**config.mk**
```make
export PLATFORM = sky130hd
export DESIGN_NAME = normalizer_flat
export DESIGN_NICKNAME = d
export VERILOG_FILES = /design/src/rtl/normalizer_if.sv /design/src/rtl/normalizer.sv /design/src/flat_wrapper.sv
export SDC_FILE = /design/constraint.sdc
export NUM_CORES = 1
export LEC_CHECK = 0
export CAP_MARGIN = 20
export CELL_PAD_IN_SITES_DETAIL_PLACEMENT = 2
export CELL_PAD_IN_SITES_GLOBAL_PLACEMENT = 2
export CORE_ASPECT_RATIO = 0.6
export CORE_MARGIN = 2
export CORE_UTILIZATION = 33
export DETAILED_ROUTE_END_ITERATION = 6
export GPL_TIMING_DRIVEN = 0
export HOLD_SLACK_MARGIN = 0.03
export PLACE_DENSITY_LB_ADDON = 0.1
export SYNTH_ARGS = -nofsm -noshare
export SYNTH_HDL_FRONTEND = slang
export SYNTH_SLANG_ARGS = --single-unit
```
**constraint.sdc**
```tcl
create_clock -name iClk -period 6.06 [get_ports iClk]
set_input_delay 1.212 -clock iClk [delete_from_list [all_inputs] [get_ports iClk]]
set_output_delay 1.212 -clock iClk [all_outputs]
set_load 0.01 [all_outputs]
```
**src/rtl/normalizer_if.sv**
```systemverilog
// Request/result bundle for the normalizer: operand and mode in, normalized
// result, shift amount and status out.
interface normalizer_if;
   logic        iStart;
   logic [31:0] iD;
   logic        iSigned;
   logic [31:0] oD;
   logic [4:0]  oShamt;
   logic        oZero;
   logic        oBusy;
   logic        oDone;

   // Requester side: drives the operand, observes the result.
   modport master (
      output iStart, iD, iSigned,
      input  oD, oShamt, oZero, oBusy, oDone
   );

   // Normalizer side.
   modport slave (
      input  iStart, iD, iSigned,
      output oD, oShamt, oZero, oBusy, oDone
   );
endinterface

```
**src/rtl/normalizer.sv**
```systemverilog
// Iterative 32-bit normalizer. Strips leading zeros (unsigned) or redundant
// sign bits (signed) with a binary search of left shifts by 16, 8, 4, 2, 1,
// one step per cycle; the shift amount is built up one bit per step.
module normalizer (
   input logic          iClk,
   input logic          iRst,
   normalizer_if.slave  bus
);

   typedef enum logic [1:0] {StIdle, StRun, StDone} state_e;

   state_e      state_q, state_d;
   logic [2:0]  step_q, step_d;
   logic [31:0] val_q, val_d;
   logic [4:0]  shamt_q, shamt_d;
   logic        zero_q, zero_d;
   logic        sgn_q, sgn_d;

   logic [5:0]  step_n;
   logic        step_pass;
   logic        zero_in;

   // Operand with no normalizing bit: all zeros, or all ones in signed mode.
   assign zero_in = (bus.iD == 32'h0) || (bus.iSigned && (bus.iD == 32'hFFFF_FFFF));

   // Test for the current step: top n bits zero, or top n+1 bits equal to bit 31.
   always_comb begin
      step_n = 6'd1 << step_q;
      if (sgn_q) begin
         step_pass = ((val_q ^ {32{val_q[31]}}) >> (6'd31 - step_n)) == 32'h0;
      end else begin
         step_pass = (val_q >> (6'd32 - step_n)) == 32'h0;
      end
   end

   // Next-state: accept a start from IDLE/DONE, then walk steps 4 down to 0.
   always_comb begin
      state_d = state_q;
      step_d  = step_q;
      val_d   = val_q;
      shamt_d = shamt_q;
      zero_d  = zero_q;
      sgn_d   = sgn_q;
      unique case (state_q)
         StIdle, StDone: begin
            state_d = StIdle;
            if (bus.iStart) begin
               state_d = StRun;
               step_d  = 3'd4;
               val_d   = bus.iD;
               sgn_d   = bus.iSigned;
               zero_d  = zero_in;
               shamt_d = 5'd0;
            end
         end
         StRun: begin
            // A zero-condition operand passes every test but must stay unshifted.
            if (!zero_q && step_pass) begin
               val_d           = val_q << step_n;
               shamt_d[step_q] = 1'b1;
            end
            if (step_q == 3'd0) begin
               state_d = StDone;
            end else begin
               step_d = step_q - 3'd1;
            end
         end
         default: state_d = StIdle;
      endcase
   end

   // State register with synchronous reset.
   always_ff @(posedge iClk) begin
      if (iRst) begin
         state_q <= StIdle;
         step_q  <= 3'd0;
         val_q   <= 32'h0;
         shamt_q <= 5'd0;
         zero_q  <= 1'b0;
         sgn_q   <= 1'b0;
      end else begin
         state_q <= state_d;
         step_q  <= step_d;
         val_q   <= val_d;
         shamt_q <= shamt_d;
         zero_q  <= zero_d;
         sgn_q   <= sgn_d;
      end
   end

   // Outputs come straight from flops.
   assign bus.oD     = val_q;
   assign bus.oShamt = shamt_q;
   assign bus.oZero  = zero_q;
   assign bus.oBusy  = (state_q == StRun);
   assign bus.oDone  = (state_q == StDone);

endmodule

```
**src/flat_wrapper.sv**
```systemverilog
// flat-port wrapper written by rule: the top's interface ports become plain ports
module normalizer_flat 
  (iClk, iRst, bus_iStart, bus_iD, bus_iSigned, bus_oD, bus_oShamt, bus_oZero, bus_oBusy, bus_oDone);
  normalizer_if bus_i ();
  input logic iClk;
  input logic iRst;
  input wire logic [$bits(bus_i.iStart)-1:0] bus_iStart;
  input wire logic [$bits(bus_i.iD)-1:0] bus_iD;
  input wire logic [$bits(bus_i.iSigned)-1:0] bus_iSigned;
  output wire logic [$bits(bus_i.oD)-1:0] bus_oD;
  output wire logic [$bits(bus_i.oShamt)-1:0] bus_oShamt;
  output wire logic [$bits(bus_i.oZero)-1:0] bus_oZero;
  output wire logic [$bits(bus_i.oBusy)-1:0] bus_oBusy;
  output wire logic [$bits(bus_i.oDone)-1:0] bus_oDone;
  assign bus_i.iStart = bus_iStart;
  assign bus_i.iD = bus_iD;
  assign bus_i.iSigned = bus_iSigned;
  assign bus_oD = bus_i.oD;
  assign bus_oShamt = bus_i.oShamt;
  assign bus_oZero = bus_i.oZero;
  assign bus_oBusy = bus_i.oBusy;
  assign bus_oDone = bus_i.oDone;
  normalizer u_core (.iClk(iClk), .iRst(iRst), .bus(bus_i));
endmodule
```
## Word-level counts from Yosys, hierarchy flattened

Index checks and enable logic that the tools add are counted.

- Logic and storage cells: 54
- Output and inout bits: 40
- Input port bits: 36
- Flip-flop bits (word level): 44

- Add/sub/neg operators: 3
- Shift-type cells: 4
- Muxes and demuxes: 15
- Equality and inequality tests: 7
- Reductions and logical operators: 15
- Magnitude comparators: 2
- Bitwise gates (word level): 2

Operators with widths:

| kind | number |
|---|---|
| zero test 32 bit | 3 |
| two-way mux 32 bit | 2 |
| one-hot mux 32 bit (2 select lines) | 1 |
| >> shifter 32 x 6 -> 32 bit | 2 |
| == test 32 bit, second input constant | 1 |
| left shift 32 x 6 -> 32 bit | 1 |
| bitwise XOR 32 bit | 1 |
| two-way mux 5 bit | 2 |
| one-hot mux 5 bit (2 select lines) | 1 |
| two-way mux 3 bit | 2 |
| one-hot mux 3 bit (2 select lines) | 1 |
| AND reduction 3 bit | 2 |
| left shift 1 x 3 -> 6 bit, first input constant | 1 |
| subtractor 5 x 6 -> 6 bit, first input constant | 1 |
| subtractor 6 bit, first input constant | 1 |
| OR 5 bit | 1 |
| less-than comparator 3 x 4 -> 1 bit, second input constant | 1 |
| != test 2 x 1 -> 1 bit, second input constant | 2 |
| != test 2 bit, second input constant | 2 |
| one-hot mux 2 bit (2 select lines) | 1 |
| demux 1 bit (select 3 bit) | 1 |
| >= comparator 3 x 1 -> 1 bit, second input constant | 1 |
| logical AND 1 bit | 3 |
| zero test 3 bit | 1 |
| other kinds (11) | 13 |

## Longest topological paths before layout

- Depth after elaboration: 8
- Depth in mapped cells: 25
- Depth with buffers taken out: 14

## Worst setup path after synthesis

OpenSTA, ideal clock, no wires.

- Kind: register to register
- Start point: reg u_core.step_q[0]
- End point: reg u_core.val_q[12] (netlist: u_core.bus.oD[12])
- Stages on the path, launching flop included: 26
- Library setup time: 0.146 ns
- Buffers on the path: 11
- Data arrival time: 4.588 ns
- Slack: 1.326 ns
- Data required time: 5.914 ns
- Period minus slack after synthesis: 4.734 ns
- Cell sequence: dfxtp_1 -> inv_1 -> ha_1 -> buf_4 -> and2b_1 -> buf_4 -> inv_4 -> buf_6 -> buf_4 -> buf_2 -> buf_4 -> buf_2 -> ha_1 -> clkbuf_1 -> inv_1 -> clkbuf_1 -> a2111oi_0 -> a21oi_1 -> o211a_1 -> a21oi_1 -> a31oi_1 -> o311ai_2 -> and2_1 -> buf_2 -> buf_4 -> a211oi_2

- Word-level cells in the longest chain between the ends: 8
- Elaborated cells on any way between the ends: 14
- Classes of those cells: 2 x add/sub; 1 x eq/ne; 4 x shift; 3 x mux; 4 x reduce/logical

Ends and longest elaborated chain:

| what | RTL line | RTL |
|---|---|---|
| start, declared | normalizer.sv:13 | `logic [2:0] step_q, step_d;` |
| start signal, assigned | normalizer.sv:83 | `step_q <= step_d;` |
| left shift 1 x 3 -> 6 bit (*) | normalizer.sv:28 | `step_n = 6'd1 << step_q;` |
| subtractor 6 bit / subtractor 5 x 6 -> 6 bit (equally long branches) | normalizer.sv:32, normalizer.sv:30 |  |
| >> shifter 32 x 6 -> 32 bit, on equally long branches | normalizer.sv:32, normalizer.sv:30 |  |
| zero test 32 bit, on equally long branches | normalizer.sv:32, normalizer.sv:30 |  |
| two-way mux 1 bit | normalizer.sv:29 | `if (sgn_q) begin` |
| logical AND 1 bit | normalizer.sv:58 | `if (!zero_q && step_pass) begin` |
| != test 2 x 1 -> 1 bit (no source line) | -- |  |
| AND reduction 3 bit (no source line) | -- |  |
| end signal, assigned | normalizer.sv:84 | `val_q <= val_d;` |
| end, declared | normalizer.sv:14 | `logic [31:0] val_q, val_d;` |

Every way passes the cells marked *; elsewhere a longest branch is shown, timed or not. The select of a mux whose other input is x is not followed.
A chain may end at the register's enable or synchronous reset.

## Worst setup path after layout

- Start point: reg u_core.step_q[1]
- End point: reg u_core.val_q[22] (netlist: u_core.bus.oD[22])

Same word-level chain as after synthesis.

==> flow_results.xml <==
<?xml version="1.0" encoding="UTF-8"?>
<metrics>
  <group name="status">
    <metric name="outcome" unit="">finished clean</metric>
  </group>
  <group name="yosys">
    <metric name="netlist_top_cells_area" unit="">sky130_fd_sc_hd__dfxtp_1 (16%), sky130_fd_sc_hd__mux2i_1 (9.2%), sky130_fd_sc_hd__a21oi_1 (8.5%), sky130_fd_sc_hd__a211oi_2 (6.2%), sky130_fd_sc_hd__nand2_1 (4.6%)</metric>
    <metric name="synth-edff-count" unit="">0</metric>
    <metric name="post_synth_num_cell_types" unit="">70</metric>
    <metric name="synthDominantCellAreaShare" unit="%">16.2</metric>
    <metric name="syn_nets" unit="">767</metric>
    <metric name="synth.yosys.seq_area_share" unit="%">16.2</metric>
    <metric name="cell_count_after_synthesis" unit="">725</metric>
    <metric name="ys_ff_latch" unit="">44</metric>
    <metric name="netlist.top_cell.by_area" unit="">sky130_fd_sc_hd__dfxtp_1</metric>
    <metric name="synth_flop_cell" unit="">sky130_fd_sc_hd__dfxtp_1</metric>
    <metric name="asyncSetResetFlopFracSynth" unit="%">0</metric>
    <metric name="avgSynthCellArea" unit="sq um">7.50</metric>
    <metric name="synth_area" unit="sq mm">0.00544</metric>
    <metric name="ys.warnings.count" unit="">0</metric>
  </group>
  <group name="clock_network">
    <metric name="worstSkewPairLatency" unit="ns">0.30</metric>
    <metric name="clockRootBuffer" unit="">sky130_fd_sc_hd__clkbuf_16</metric>
    <metric name="post_cts_buffers" unit="">0</metric>
    <metric name="ctsHoldBuffers" unit="">0</metric>
    <metric name="cts.reportedPaths.clkPinSlew" unit="ns">0.08</metric>
    <metric name="clock_sink_count" unit="">44</metric>
    <metric name="postCtsResizedCells" unit="">10</metric>
    <metric name="clk_path_buf_depth" unit="">2</metric>
    <metric name="cts_tree" unit="">built</metric>
    <metric name="htree_num_levels" unit="">2</metric>
    <metric name="cts_made_buffers" unit="">5</metric>
  </group>
  <group name="route">
    <metric name="antenna_left" unit="">0</metric>
    <metric name="num_vias" unit="">6887</metric>
    <metric name="total_drc_errors_in_the_routed_layout" unit="">0</metric>
    <metric name="drt_first_iter_violations" unit="">755</metric>
    <metric name="drt_pre_antenna_iters" unit="">5</metric>
    <metric name="route.detailed.vias_per_inst" unit="">6.81</metric>
    <metric name="detail_route.wl_per_cell" unit="um">31.6</metric>
    <metric name="routed_wl" unit="mm">32.0</metric>
  </group>
  <group name="placement">
    <metric name="placement.io_buffers" unit="">74</metric>
    <metric name="routabilityCongestion" unit="">0.989</metric>
    <metric name="place.detailed.hpwl" unit="mm">25.1</metric>
  </group>
  <group name="global_routing">
    <metric name="grt_start_max_net_pins" unit="">20</metric>
    <metric name="grt_pass1_vias" unit="">6910</metric>
    <metric name="grt_pass1_wl" unit="mm">47.1</metric>
    <metric name="antenna_found_initial" unit="">0</metric>
    <metric name="grt_remaining_overflow" unit="">0</metric>
    <metric name="grt_use_total" unit="%">36.6</metric>
  </group>
  <group name="sta">
    <metric name="finalMaxSlewViolations" unit="">0</metric>
    <metric name="max_freq" unit="MHz">177</metric>
    <metric name="final_min_period_over_clock_period" unit="%">93.5</metric>
    <metric name="tightestPinTransition" unit="ns">0.991</metric>
    <metric name="fin_worst_skew" unit="ns">0.00718</metric>
    <metric name="finalHoldWorstSlack" unit="ns">0.531</metric>
    <metric name="finalSetupViolCount" unit="">0</metric>
    <metric name="setup_repair_after_global_routing_missed_its_margin" unit="">no</metric>
    <metric name="hold_violations" unit="">0</metric>
    <metric name="timing.max_slew.rel_slack" unit="%">33.4</metric>
    <metric name="layout_min_cycle_time" unit="ns">5.66</metric>
  </group>
  <group name="floorplanning">
    <metric name="initial_utilization" unit="%">33.6</metric>
    <metric name="placeableCoreArea" unit="sq mm">0.0162</metric>
    <metric name="num_io_pins" unit="">76</metric>
    <metric name="dieArea" unit="sq mm">0.0176</metric>
    <metric name="die-height" unit="um">103</metric>
    <metric name="std_cell_rows" unit="">36</metric>
    <metric name="die_width" unit="um">170</metric>
  </group>
  <group name="power">
    <metric name="power.leakage" unit="nW">2.37</metric>
    <metric name="power.density_cell_area" unit="mW/mm^2">350</metric>
    <metric name="design_power_total" unit="W">0.00232</metric>
    <metric name="worst_ir_drop_vdd" unit="V">0.000145</metric>
  </group>
  <group name="setup_path">
    <metric name="startpoint" unit="">u_core.step_q[1]$_SDFFE_PP0P_</metric>
    <metric name="rr_worst_depth" unit="">21</metric>
    <metric name="critical_path.max_stage_delay" unit="ns">0.51</metric>
    <metric name="required" unit="ns">6.25</metric>
    <metric name="setup.worst_path.class" unit="">flop to flop</metric>
    <metric name="cpMostUsedCell" unit="">sky130_fd_sc_hd__buf_6</metric>
    <metric name="cp_cell_sequence" unit="">inv_1, ha_1, buf_4, and2b_1, buf_4, inv_4, buf_6, buf_4, buf_6, ha_4, clkbuf_2, clkbuf_2, a21oi_1, a211o_1, a21oi_1, a31oi_1, o311ai_2, buf_6, buf_6, a21oi_1, a211oi_2</metric>
    <metric name="crit_fanout" unit="">19</metric>
    <metric name="setup.reg_to_reg.worst_slack" unit="ns">0.40</metric>
    <metric name="regToRegStartpoint" unit="">u_core.step_q[1]$_SDFFE_PP0P_</metric>
    <metric name="crit_path_start_kind" unit="">flop</metric>
    <metric name="timing.critical_path.to_type" unit="">flop</metric>
    <metric name="rr_endpoint" unit="">u_core.bus.oD[22]$_SDFFE_PP0P_</metric>
    <metric name="worst_path_max_delay_cell" unit="">sky130_fd_sc_hd__o311ai_2</metric>
    <metric name="worstPathArrival" unit="ns">5.86</metric>
  </group>
  <group name="layout">
    <metric name="synthesis_to_finish_area_growth" unit="%">22.0</metric>
    <metric name="final_layout_net_count" unit="">844</metric>
    <metric name="most_common_library_cell_in_the_layout_ignoring_fill_and_taps" unit="">sky130_fd_sc_hd__a21oi_1</metric>
    <metric name="mostFrequentLayoutCells" unit="">sky130_fd_sc_hd__a21oi_1 (92), sky130_fd_sc_hd__clkdlybuf4s50_1 (74), sky130_fd_sc_hd__nand2_1 (66)</metric>
    <metric name="post_route_cells_drive_above_1_share" unit="%">12.5</metric>
    <metric name="antenna_cells_inserted" unit="">0</metric>
  </group>
  <group name="worst_hold_path">
    <metric name="hold_path.startpoint" unit="">u_core.sgn_q$_SDFFE_PP0P_</metric>
    <metric name="worst_min_delay_path_category" unit="">flop to flop</metric>
    <metric name="timing.hold.worst_path_depth" unit="">2</metric>
    <metric name="min_to" unit="">u_core.sgn_q$_SDFFE_PP0P_</metric>
  </group>
  <group name="flow_run">
    <metric name="maxCapViolations" unit="">0</metric>
  </group>
</metrics>
==> report_power, final <==
| group | internal [W] | switching, W | total [W] |
|---|---|---|---|
| logic | 0.000568 | 0.000942 | 0.00151 |
| registers | 0.000346 | 0.000115 | 0.000461 |
| clock network | 0.000197 | 0.000154 | 0.000351 |
| total | 0.00111 | 0.00121 | 0.00232 |
==> critical path, delay by kind of cell (launching register included) <==
| family | cells | cell delay, ns |
|---|---|---|
| AOI/OAI and AO/OA | 7 | 1.81 |
| and+or+nand+nor | 1 | 0.17 |
| buffers and inverters | 11 | 2.58 |
| DFF | 1 | 0.46 |
| adders and majority gates | 2 | 0.48 |
==> flip-flops by register name, indices dropped and copies added, names as in the netlist <==
register           count
u_core.bus.oD         32
u_core.bus.oShamt      5
u_core.step_q          3
u_core.state_q         2
u_core.bus.oZero       1
u_core.sgn_q           1
==> through the flow <==
stage          std cells  setup slack [ns]  utilization (%)  setup TNS, ns  instance area [sq um]
6_report            1012             0.396             41.0              0                   6630
3_3_place_gp        1008            -0.557             39.8         -15.28                   6440
2_1_floorplan        725              1.33                -              0                   5440
3_5_place_dp        1008            -0.712             39.8         -21.09                   6440
5_1_grt             1012            0.0892             41.0              0                   6630
4_1_cts             1014             0.164             41.0              0                   6630
==> cell usage after synthesis (4+ instances only) <==
cell	n
sky130_fd_sc_hd__nand2_1	66
sky130_fd_sc_hd__a311oi_1	4
sky130_fd_sc_hd__inv_1	11
sky130_fd_sc_hd__xnor2_1	4
sky130_fd_sc_hd__mux2i_1	50
sky130_fd_sc_hd__clkbuf_1	52
sky130_fd_sc_hd__nor2b_1	5
sky130_fd_sc_hd__a21oi_1	92
sky130_fd_sc_hd__nand2b_1	8
sky130_fd_sc_hd__or3_1	6
sky130_fd_sc_hd__a221oi_1	9
sky130_fd_sc_hd__mux4_2	9
sky130_fd_sc_hd__nand3_1	13
sky130_fd_sc_hd__and3_1	5
sky130_fd_sc_hd__mux2_2	6
sky130_fd_sc_hd__a31oi_1	20
sky130_fd_sc_hd__nor3_1	24
sky130_fd_sc_hd__and3b_1	10
sky130_fd_sc_hd__nor4_1	11
sky130_fd_sc_hd__buf_2	11
sky130_fd_sc_hd__nand4_1	13
sky130_fd_sc_hd__o21ai_0	23
sky130_fd_sc_hd__a211oi_2	27
sky130_fd_sc_hd__nor2_1	45
sky130_fd_sc_hd__buf_1	6
sky130_fd_sc_hd__o211ai_1	6
sky130_fd_sc_hd__ha_1	6
sky130_fd_sc_hd__or2_2	5
sky130_fd_sc_hd__buf_4	11
sky130_fd_sc_hd__a22oi_1	18
sky130_fd_sc_hd__dfxtp_1	44
sky130_fd_sc_hd__a2111oi_0	8
sky130_fd_sc_hd__a32oi_1	10
sky130_fd_sc_hd__buf_6	6
sky130_fd_sc_hd__a211oi_1	15
sky130_fd_sc_hd__a211o_1	7
sky130_fd_sc_hd__o22ai_1	4
==> per-layer routing <==
layer / wire length (um) / GRT usage (%) / vias up
li1: - / - / 2970
met1: 14900 / 54.1 / 3451
met2: 12900 / 52.5 / 422
met3: 3740 / 10.8 / 44
met4: 457 / 6.90 / 0
met5: 0 / 0 / -
==> how the worst max path moves through the flow <==
stage	to	slack (ns)	cells after the start
after floorplan	u_core.bus.oD[12]$_SDFFE_PP0P_	1.33	25
after global placement	u_core.bus.oD[22]$_SDFFE_PP0P_	-0.56	25
after detailed placement	u_core.bus.oD[22]$_SDFFE_PP0P_	-0.71	24
after CTS	u_core.bus.oD[22]$_SDFFE_PP0P_	0.16	23
after global routing	u_core.bus.oD[22]$_SDFFE_PP0P_	0.09	22
final	u_core.bus.oD[22]$_SDFFE_PP0P_	0.40	21
==> area by class of cell <==
type	instances	area (sq um)
fillers	1874	9540
well taps	209	262
multi-input cells	583	4110
repair buffers	74	741
flip-flops and latches	44	882
clock inverters	3	46.3
inverters	12	51.3
plain buffers	82	415
clock buffers	5	125
==> logic make-up after synthesis <==
| family | share of synthesized area (%) |
|---|---|
| xor gates and xnor gates | 1.43 |
| AOI/OAI and AO/OA | 37.3 |
| adders and majority gates | 1.38 |
| muxes | 14.2 |
| DFF | 16.2 |
| buffers and inverters | 8.65 |
| and+or+nand+nor | 20.8 |
Note: power is estimated with default switching activity, not from simulation.
